<file path="src/rtl/fifo_rr_scheduler_pkg.sv">
// Shared definitions for the round-robin FIFO read scheduler.
//   state_t   : FSM state encodings (also driven on the debug 'state' port)
//   DEF_BAJO  : default almost-empty threshold
//   def_alto  : default almost-full threshold for a given address width
//   slice_lo  : low bit of FIFO 'idx' inside a packed data bus of width 'w' words
package fifo_rr_scheduler_pkg;

    typedef enum logic [2:0] {
        ST_RESET  = 3'd0,
        ST_INIT   = 3'd1,
        ST_IDLE   = 3'd2,
        ST_ACTIVE = 3'd3,
        ST_ERROR  = 3'd4
    } state_t;

    localparam int unsigned DEF_BAJO = 1;

    // Leaves two free slots below the top so in-flight words always fit.
    function automatic int unsigned def_alto(input int unsigned aw);
        return (32'd1 << aw) - 32'd3;
    endfunction

    function automatic int unsigned slice_lo(input int unsigned idx, input int unsigned w);
        return idx * w;
    endfunction

endpackage

</file>
<file path="src/rtl/fifo_rr_scheduler_rr_grant.sv">
// Combinational round-robin picker.
//   eligible   : request vector
//   last_grant : index granted most recently; search starts one above it
//   grant      : one-hot grant (zero when nothing is eligible)
//   grant_idx  : index of the granted bit
//   grant_vld  : any grant issued
module fifo_rr_scheduler_rr_grant #(
    parameter int NUM_FIFOS = 4,
    parameter int IDX_W     = 2
) (
    input  logic [NUM_FIFOS-1:0] eligible,
    input  logic [IDX_W-1:0]     last_grant,
    output logic [NUM_FIFOS-1:0] grant,
    output logic [IDX_W-1:0]     grant_idx,
    output logic                 grant_vld
);

    logic [IDX_W-1:0] cand;

    // Scan from the farthest candidate (last_grant itself) down to the
    // nearest (last_grant+1); the last hit wins, so the nearest has priority.
    always_comb begin
        grant     = '0;
        grant_idx = '0;
        grant_vld = 1'b0;
        cand      = '0;
        for (int k = NUM_FIFOS; k >= 1; k--) begin
            cand = IDX_W'((int'(last_grant) + k) % NUM_FIFOS);
            if (eligible[cand]) begin
                grant_idx = cand;
                grant_vld = 1'b1;
            end
        end
        if (grant_vld) grant[grant_idx] = 1'b1;
    end

endmodule

</file>
<file path="src/rtl/fifo_rr_scheduler.sv">
// Round-robin read scheduler draining NUM_FIFOS input FIFOs into one output FIFO.
//   clk, reset          : clock, async active-high reset
//   init                : enter INIT and latch thresholds from umbral_*_in
//   empty_fifo, almost_empty_fifo, error_in, almost_fifo_full : FIFO status
//   data_in             : packed input FIFO read data, FIFO i in slice i
//   rd_enable           : one-hot read strobe to the input FIFOs
//   wr_enable, data_out : write strobe / word to the output FIFO
//   umbral_alto/bajo    : thresholds broadcast to all FIFOs
//   state, idle         : debug state and IDLE flag
// Pipeline: grant -> rd_enable_q (read) -> pend_q (word on data_in)
//           -> wr_enable_q/data_out_q (write), i.e. two cycles rd to wr.
module fifo_rr_scheduler
    import fifo_rr_scheduler_pkg::*;
#(
    parameter int NUM_FIFOS     = 4,
    parameter int data_width    = 10,
    parameter int address_width = 8
) (
    input  logic                            clk,
    input  logic                            reset,
    input  logic                            init,
    input  logic [address_width-1:0]        umbral_alto_in,
    input  logic [address_width-1:0]        umbral_bajo_in,
    input  logic [NUM_FIFOS-1:0]            empty_fifo,
    input  logic [NUM_FIFOS-1:0]            almost_empty_fifo,
    input  logic [NUM_FIFOS:0]              error_in,
    input  logic [NUM_FIFOS*data_width-1:0] data_in,
    input  logic                            almost_fifo_full,
    output logic [NUM_FIFOS-1:0]            rd_enable,
    output logic                            wr_enable,
    output logic [data_width-1:0]           data_out,
    output logic [address_width-1:0]        umbral_alto,
    output logic [address_width-1:0]        umbral_bajo,
    output logic [2:0]                      state,
    output logic                            idle
);

    localparam int IDX_W = $clog2(NUM_FIFOS);

    state_t                   state_q, state_d;
    logic [NUM_FIFOS-1:0]     rd_enable_q, rd_enable_d;
    logic [IDX_W-1:0]         rd_idx_q, rd_idx_d;
    logic                     pend_q, pend_d;
    logic [IDX_W-1:0]         pend_idx_q, pend_idx_d;
    logic                     wr_enable_q, wr_enable_d;
    logic [data_width-1:0]    data_out_q, data_out_d;
    logic [address_width-1:0] umbral_alto_q, umbral_alto_d;
    logic [address_width-1:0] umbral_bajo_q, umbral_bajo_d;
    logic                     idle_q, idle_d;
    logic [IDX_W-1:0]         last_grant_q, last_grant_d;

    logic [data_width-1:0]    din_arr [NUM_FIFOS];
    logic [NUM_FIFOS-1:0]     eligible, gnt;
    logic [IDX_W-1:0]         gnt_idx;
    logic                     gnt_vld;
    logic                     err, drained;

    for (genvar i = 0; i < NUM_FIFOS; i++) begin : g_slice
        assign din_arr[i] = data_in[slice_lo(i, data_width) +: data_width];
    end

    assign err     = |error_in;
    assign drained = ~|rd_enable_q & ~pend_q;

    // A FIFO being read right now with <=1 word may still show non-empty
    // because its flags lag the read; skip it to avoid reading past the end.
    assign eligible = ~empty_fifo
                    & ~{NUM_FIFOS{almost_fifo_full | init}}
                    & ~(rd_enable_q & almost_empty_fifo);

    fifo_rr_scheduler_rr_grant #(
        .NUM_FIFOS (NUM_FIFOS),
        .IDX_W     (IDX_W)
    ) u_rr_grant (
        .eligible   (eligible),
        .last_grant (last_grant_q),
        .grant      (gnt),
        .grant_idx  (gnt_idx),
        .grant_vld  (gnt_vld)
    );

    always_comb begin
        state_d       = state_q;
        rd_enable_d   = '0;
        rd_idx_d      = rd_idx_q;
        pend_d        = |rd_enable_q;
        pend_idx_d    = rd_idx_q;
        wr_enable_d   = pend_q;
        data_out_d    = pend_q ? din_arr[pend_idx_q] : data_out_q;
        umbral_alto_d = umbral_alto_q;
        umbral_bajo_d = umbral_bajo_q;
        last_grant_d  = last_grant_q;
        case (state_q)
            ST_RESET: begin
                state_d       = ST_INIT;
                umbral_alto_d = address_width'(def_alto(address_width));
                umbral_bajo_d = address_width'(DEF_BAJO);
            end
            ST_INIT: begin
                umbral_alto_d = umbral_alto_in;
                umbral_bajo_d = umbral_bajo_in;
                if (!init) state_d = ST_IDLE;
            end
            ST_IDLE: begin
                if (err)                 state_d = ST_ERROR;
                else if (init)           state_d = ST_INIT;
                else if (~&empty_fifo)   state_d = ST_ACTIVE;
            end
            ST_ACTIVE: begin
                if (err) begin
                    // The word on data_in now is captured this edge; the one
                    // still being read is dropped.
                    state_d = ST_ERROR;
                    pend_d  = 1'b0;
                end else if (init) begin
                    if (drained) state_d = ST_INIT;
                end else if (gnt_vld) begin
                    rd_enable_d  = gnt;
                    rd_idx_d     = gnt_idx;
                    last_grant_d = gnt_idx;
                end else if (&empty_fifo && drained) begin
                    state_d = ST_IDLE;
                end
            end
            ST_ERROR: begin
                pend_d      = 1'b0;
                wr_enable_d = 1'b0;
                data_out_d  = data_out_q;
            end
            default: state_d = ST_RESET;
        endcase
        idle_d = (state_d == ST_IDLE);
    end

    always_ff @(posedge clk or posedge reset) begin
        if (reset) begin
            state_q       <= ST_RESET;
            rd_enable_q   <= '0;
            rd_idx_q      <= '0;
            pend_q        <= 1'b0;
            pend_idx_q    <= '0;
            wr_enable_q   <= 1'b0;
            data_out_q    <= '0;
            umbral_alto_q <= '0;
            umbral_bajo_q <= '0;
            idle_q        <= 1'b0;
            last_grant_q  <= IDX_W'(NUM_FIFOS - 1);
        end else begin
            state_q       <= state_d;
            rd_enable_q   <= rd_enable_d;
            rd_idx_q      <= rd_idx_d;
            pend_q        <= pend_d;
            pend_idx_q    <= pend_idx_d;
            wr_enable_q   <= wr_enable_d;
            data_out_q    <= data_out_d;
            umbral_alto_q <= umbral_alto_d;
            umbral_bajo_q <= umbral_bajo_d;
            idle_q        <= idle_d;
            last_grant_q  <= last_grant_d;
        end
    end

    assign rd_enable   = rd_enable_q;
    assign wr_enable   = wr_enable_q;
    assign data_out    = data_out_q;
    assign umbral_alto = umbral_alto_q;
    assign umbral_bajo = umbral_bajo_q;
    assign state       = state_q;
    assign idle        = idle_q;

endmodule

</file>
<file path="config.mk">
export PLATFORM = sky130hd
export DESIGN_NAME = fifo_rr_scheduler
export DESIGN_NICKNAME = d
export VERILOG_FILES = /design/src/rtl/fifo_rr_scheduler_pkg.sv /design/src/rtl/fifo_rr_scheduler_rr_grant.sv /design/src/rtl/fifo_rr_scheduler.sv
export SDC_FILE = /design/constraint.sdc
export NUM_CORES = 1
export LEC_CHECK = 0
export CORE_MARGIN = 2
export CORE_UTILIZATION = 40
export CTS_CLUSTER_DIAMETER = 100
export DETAILED_ROUTE_END_ITERATION = 16
export PLACE_DENSITY = 0.82
export SLEW_MARGIN = 25
export SYNTH_ARGS = -nofsm -noshare
export SYNTH_HDL_FRONTEND = slang
export SYNTH_SLANG_ARGS = --single-unit
</file>
<file path="constraint.sdc">
create_clock -name clk -period 4.4 [get_ports clk]
set_input_delay 1.1 -clock clk [delete_from_list [all_inputs] [get_ports clk]]
set_output_delay 1.1 -clock clk [all_outputs]
set_load 0.02 [all_outputs]
</file>
==> results of run 1 <==
-- cell usage in the layout, fill, tap and decap left out --
| master | netlist | routed |
|---|---|---|
| nor2b_1 | 4 | 4 |
| inv_2 | 1 | 1 |
| nor3_1 | 2 | 2 |
| nand2_1 | 40 | 40 |
| a2111o_1 | 2 | 2 |
| o21ai_0 | 8 | 8 |
| mux2_1 | 2 | 2 |
| dfrtp_1 | 40 | 40 |
| inv_1 | 3 | 2 |
| a22o_1 | 1 | 1 |
| a21oi_1 | 5 | 5 |
| o31ai_1 | 1 | 1 |
| clkinv_2 | 0 | 1 |
| clkbuf_8 | 0 | 6 |
| mux4_2 | 10 | 10 |
| nand2b_1 | 1 | 1 |
| o21ai_1 | 2 | 2 |
| nand3_1 | 8 | 8 |
| nor3b_1 | 1 | 1 |
| clkdlybuf4s50_1 | 0 | 107 |
| a311o_1 | 1 | 1 |
| a221oi_1 | 1 | 1 |
| buf_4 | 0 | 1 |
| and2_1 | 2 | 2 |
| clkbuf_1 | 6 | 1 |
| clkinv_1 | 0 | 1 |
| nand4_1 | 1 | 1 |
| a2111oi_4 | 2 | 2 |
| a21o_1 | 2 | 2 |
| mux2_2 | 10 | 10 |
| or2_1 | 1 | 1 |
| nor2_1 | 10 | 10 |
| o211a_1 | 1 | 1 |
| dfstp_2 | 2 | 2 |
| or4_1 | 1 | 1 |
-- flip-flops by register name (all words and copies together) (netlist names) --
name,cells
wr_enable,1
data_out,10
pend_idx_q,2
rd_enable,4
pend_idx_d,2
last_grant_q,2
state,3
pend_q,1
umbral_alto,8
umbral_bajo,8
idle,1
-- final cells by class --
class                      count  area [um2]
fill                         390        1550
timing repair buffer         108        1080
sequential                    42        1050
multi-input combinational    119         882
clock buffer                   7        86.3
tap                           67        83.8
inverter                       4        15.0
clock inverter                 1        5.00
-- worst min path at each step --
stage                          to  slack (ps)  depth (start not counted)
floorplan           pend_idx_q[0]         350                          0
global placement    pend_idx_q[0]         370                          0
detailed placement  pend_idx_q[0]         380                          0
CTS                 pend_idx_q[0]         400                          0
global route        pend_idx_q[0]         410                          0
finish              pend_idx_q[0]         390                          0
-- power groups by stage --
stage	registers, mW	clock network (mW)	logic [mW]
final	0.553	0.249	0.624
after global placement	0.557	0	0.615
after global routing	0.565	0.275	0.691
after floorplan	0.660	0	0.222
after CTS	0.554	0.259	0.631
after detailed placement	0.562	0	0.629
-- kinds of logic (layout without fill, tap and decap cells) --
kind of cell / Yosys count / after routing
buffers and inverters: 11 / 120
DFF: 42 / 42
AOI/OAI and AO/OA: 26 / 26
and+or+nand+nor: 71 / 71
muxes: 22 / 22
-- metal layers --
layer / part of all wire [%] / wire, um / GRT usage, % / vias up
met3: 7.5 / 381 / 6.10 / 2
met4: 0.38 / 19 / 4.37 / 0
met1: 39 / 1970 / 22.9 / 818
met2: 53 / 2690 / 34.1 / 73
li1: - / - / - / 828
met5: 0 / 0 / 0 / -
==> flow_summary.json, run 1 <==
{
  "status": "finished, final reports clean",
  "p_per_area_nw_per_um2": 445,
  "cp_cell_sequence": "clkdlybuf4s50_1, a2111oi_4, nor2_1, a311o_1, mux2_1",
  "min_path_type": "register to register",
  "total_power_mw": 1.43,
  "finalNonFillerCells": 348,
  "syn_avg_cell_area_um2": 11.5,
  "r2r_start": "rd_enable[1]",
  "synth_compound_area_share_pct": 10.8,
  "synthTopCellsByArea": "dfrtp_1 (51%), mux4_2 (11%), nand2_1 (7.6%), mux2_2 (5.7%), a2111oi_4 (2.8%)",
  "setup_tns_ps": 0,
  "gp_congestion": 0.849,
  "tightest_slew_ps": 981,
  "wl_per_cell_um": 14.5,
  "post-cts-setup-buffers": 0,
  "synth_area_um2": 1980,
  "cp.depth": 5,
  "hpwl_um": 3960,
  "rows": 25,
  "synth.net_count": 245,
  "dieWidth_um": 74.3,
  "wl_um": 5060,
  "grt_pass1_wl_um": 7980,
  "synth_top_cell_by_area": "dfrtp_1",
  "cp_slowest_cell": "clkdlybuf4s50_1",
  "crit_start": "init",
  "drc": 0,
  "grt_pass1_vias": 1705,
  "num_io_pins": 108,
  "synthTopCellsByCount": "dfrtp_1 (40), nand2_1 (40), mux2_2 (10), mux4_2 (10), nor2_1 (10)",
  "htree_num_levels": 2,
  "clk-insertion-delay-late_ps": 280,
  "syn_inst": 172,
  "yosysSeqAreaShare_pct": 53.3,
  "synth_top_family_by_area": "multiplexers",
  "max_stage_delay_ps": 580,
  "power.share.clock_pct": 17.5,
  "pre_cts_slack_ps": 1200,
  "switching_power_mw": 0.519,
  "clockBufferDepth": 2,
  "cp.required_ps": 4570,
  "io_buffers": 107,
  "synthSimpleGateAreaFrac_pct": 15.6,
  "p_int_mw": 0.907,
  "r2r-end": "pend_idx_d[0]",
  "period_minus_slack_ps": 2900,
  "viasPerCell": 4.95,
  "synth-xor-area-share_pct": 0,
  "root_buffer": "clkbuf_8",
  "die_h_um": 74.3,
  "setup_viol": 0,
  "holdWs_ps": 395,
  "placed_cell_area_um2": 3110,
  "comb_power_share_pct": 43.7,
  "crit_type": "primary input to register",
  "fin_nets": 353,
  "clk_pin_slew_ps": 70,
  "relSlewSlack_pct": 34.4,
  "synth_top_area_share_pct": 50.6,
  "hold_buffers": 0,
  "switching_share_pct": 36.4,
  "cp-endpoint": "pend_idx_d[0]",
  "ys.warnings.count": 0,
  "worstRegToRegCells": 4,
  "vias": 1721,
  "slew_violations": 0,
  "cts_resized": 0,
  "grt_overflow": 0,
  "pwr-share-seq_pct": 38.8,
  "min_period_over_period_pct": 65.9,
  "synth_mux_area_share_pct": 18.2,
  "crit_path_start_kind": "primary input",
  "irDropWorstVdd_mv": 0.223,
  "synth.distinct_cells": 31,
  "synth_edf_count": 0,
  "final_layout_size_suffix_gt1_share_pct": 11.7,
  "fin_util_pct": 67.4,
  "final_cell_area_um2": 3200,
  "ant_nets": 0,
  "placedCellCount": 340,
  "cp_max_fo": 7,
  "cellLeakagePower_nw": 1.35,
  "final_hold_viol_count": 0,
  "synth_fa_ha_area_share_pct": 0,
  "cap_violations": 0,
  "rrSetupSlack_ps": 2510,
  "hold_path.startpoint": "pend_idx_d[0]",
  "cts_tree": "built",
  "ys_ff_latch": 42,
  "core_area_um2": 4750,
  "rsz0062_at_grt": "false",
  "cts_made_buffers": 5,
  "drt_iter0_markers": 93,
  "critPathTopFamily": "compound AO/OA/AOI/OAI gates",
  "die-area_um2": 5520,
  "crit_arrival_ps": 3070,
  "worst-path-buf-inv": 1,
  "first_pass_iters": 4,
  "critPathCaptureType": "register",
  "fin_ws_ps": 1500,
  "grt_start_max_net_pins": 43,
  "grt_use_total_pct": 19.2,
  "worst_clock_skew_ps": 1.97,
  "start_util_pct": 41.6,
  "cts_sinks": 42,
  "synth-async-reset-ratio_pct": 100,
  "synth_flop_cell": "dfrtp_1",
  "area_growth_pct": 62.0,
  "fmax_mhz": 345,
  "antenna_found_initial": 0,
  "antenna_cells": 0
}
Note: power is estimated with default switching activity, not from simulation.
==> inputs of run 2 (changes only) <==
--- a/config.mk
+++ b/config.mk
@@ -6,10 +6,10 @@
 export NUM_CORES = 1
 export LEC_CHECK = 0
 export CORE_MARGIN = 2
-export CORE_UTILIZATION = 40
+export CORE_UTILIZATION = 39
 export CTS_CLUSTER_DIAMETER = 100
 export DETAILED_ROUTE_END_ITERATION = 16
-export PLACE_DENSITY = 0.82
+export PLACE_DENSITY = 0.81
 export SLEW_MARGIN = 25
 export SYNTH_ARGS = -nofsm -noshare
 export SYNTH_HDL_FRONTEND = slang
==> constraint.sdc (replaced) <==
create_clock -name clk -period 2.7 [get_ports clk]
set_input_delay 0.675 -clock clk [delete_from_list [all_inputs] [get_ports clk]]
set_output_delay 0.675 -clock clk [all_outputs]
set_load 0.02 [all_outputs]
==> run 2 against run 1 <==
Effect of this change:
- die area grew 2.4%
- clock skew grew 6.4 ps
- via count grew 1.6%
- design area grew 1.2%
- critical endpoint unchanged
- clock power grew 92%
- register-to-register slack lost 1700 ps
- sequential cell count is the same
- non-clock buffer count grew 3
- hold slack lost 13 ps
- critical path type unchanged
==> flow_summary.json, run 2 (synthesized netlist as in run 1, its figures left out) <==
{
  "fmax_mhz": 409,
  "pwr-share-seq_pct": 36.2,
  "hold_path.startpoint": "pend_idx_d[0]",
  "hpwl_um": 4100,
  "hold_buffers": 0,
  "first_pass_iters": 4,
  "switching_power_mw": 0.856,
  "placed_cell_area_um2": 3140,
  "rows": 25,
  "r2r_start": "rd_enable[0]",
  "switching_share_pct": 35.3,
  "cts_resized": 0,
  "placedCellCount": 343,
  "start_util_pct": 41.1,
  "final_layout_size_suffix_gt1_share_pct": 12.3,
  "cp.depth": 6,
  "critPathCaptureType": "register",
  "max_stage_delay_ps": 550,
  "drc": 0,
  "wl_um": 5180,
  "final_cell_mix": "clkdlybuf4s50_1 (107), nand2_1 (40), dfrtp_1 (40)",
  "num_io_pins": 108,
  "grt_overflow": 0,
  "cp_cell_sequence": "clkdlybuf4s50_1, a2111oi_4, nor2b_1, a221oi_1, nand2_1, mux2_1",
  "antenna_cells": 0,
  "groute.layer.met1.usage_pct": 22.7,
  "p_per_area_nw_per_um2": 749,
  "htree_num_levels": 2,
  "cp_max_fo": 6,
  "clk-insertion-delay-late_ps": 290,
  "rsz0062_at_grt": "false",
  "root_buffer": "clkbuf_8",
  "rrSetupSlack_ps": 780,
  "crit_start": "init",
  "crit_path_start_kind": "primary input",
  "area_growth_pct": 63.9,
  "viasPerCell": 4.98,
  "relSlewSlack_pct": 58.2,
  "clockBufferDepth": 2,
  "io_buffers": 107,
  "min_path_type": "register to register",
  "finalNonFillerCells": 351,
  "cp-endpoint": "pend_idx_d[0]",
  "tightest_slew_ps": 627,
  "gr-usage-met2_pct": 33.7,
  "min_period_over_period_pct": 90.5,
  "p_int_mw": 1.57,
  "ant_nets": 0,
  "grtUsageMet3_pct": 6.29,
  "worst_clock_skew_ps": 8.38,
  "slew_violations": 0,
  "cp.required_ps": 2880,
  "grt_pass1_vias": 1769,
  "setup_viol": 0,
  "wl_per_cell_um": 14.8,
  "final_cell_area_um2": 3240,
  "fin_nets": 356,
  "die-area_um2": 5660,
  "crit_arrival_ps": 2620,
  "grt_use_total_pct": 19.3,
  "status": "finished, final reports clean",
  "holdWs_ps": 381,
  "grt_start_max_net_pins": 43,
  "critPathTopFamily": "compound AO/OA/AOI/OAI gates",
  "antenna_found_initial": 0,
  "core_area_um2": 4820,
  "die_h_um": 75.2,
  "final_hold_viol_count": 0,
  "dieWidth_um": 75.2,
  "clk_pin_slew_ps": 80,
  "gp_congestion": 0.852,
  "drt_iter0_markers": 113,
  "cap_violations": 0,
  "cts_tree": "built",
  "final_common_cell": "clkdlybuf4s50_1",
  "total_power_mw": 2.43,
  "cts_sinks": 42,
  "cellLeakagePower_nw": 1.37,
  "cp_slowest_cell": "clkdlybuf4s50_1",
  "largest_register_ffs": 10,
  "power.share.clock_pct": 19.7,
  "r2r-end": "pend_idx_d[0]",
  "worst-path-buf-inv": 1,
  "post-cts-setup-buffers": 0,
  "worstRegToRegCells": 5,
  "irDropWorstVdd_mv": 0.318,
  "grt_pass1_wl_um": 8040,
  "period_minus_slack_ps": 2440,
  "vias": 1749,
  "crit_type": "primary input to register",
  "cts_made_buffers": 5,
  "grt_busiest_layer": "met2",
  "comb_power_share_pct": 44.2
}
-- run 2: stage by stage --
stage | TNS, ps | setup slack, ps | utilization [%]
floorplan | 0 | 697 | -
global placement | 0 | 28.5 | 65.1
detailed placement | -39.9 | -39.9 | 65.1
CTS | 0 | 272 | 67.3
global route | 0 | 159 | 67.3
finish | 0 | 256 | 67.3
-- run 2: how the worst min path moves through the flow --
| stage | to | slack, ps | depth (start not counted) |
|---|---|---|---|
| final | pend_idx_q[0] | 380 | 0 |
| after global routing | pend_idx_q[0] | 390 | 0 |
| after CTS | pend_idx_q[0] | 380 | 0 |
| after detailed placement | pend_idx_q[0] | 360 | 0 |
| after global placement | pend_idx_q[0] | 370 | 0 |
| after floorplan | pend_idx_q[0] | 350 | 0 |
-- run 2: cell type report --
type | instances | area, um2
Clock inverter | 1 | 30.0
Sequential cell | 42 | 1050
Clock buffer | 7 | 76.3
Tap cell | 67 | 83.8
Timing Repair Buffer | 111 | 1100
Fill cell | 401 | 1580
Inverter | 4 | 15.0
Multi-Input combinational cell | 119 | 882
-- run 2: power groups by stage --
stage          Sequential, mW  Clock, mW  Combinational (mW)
3_5_place_dp            0.893          0                1.08
6_report                0.878      0.477                1.07
3_3_place_gp            0.886          0                1.05
2_1_floorplan            1.08          0               0.361
5_1_grt                 0.899      0.520                1.17
4_1_cts                 0.880      0.494                1.08
-- run 2: metal layers --
layer / wire, um / share of wire, % / vias to the layer above
met1: 1920 / 37 / 822
met4: 53 / 1.0 / 0
li1: - / - / 831
met5: 0 / 0 / -
met2: 2620 / 51 / 89
met3: 579 / 11 / 7
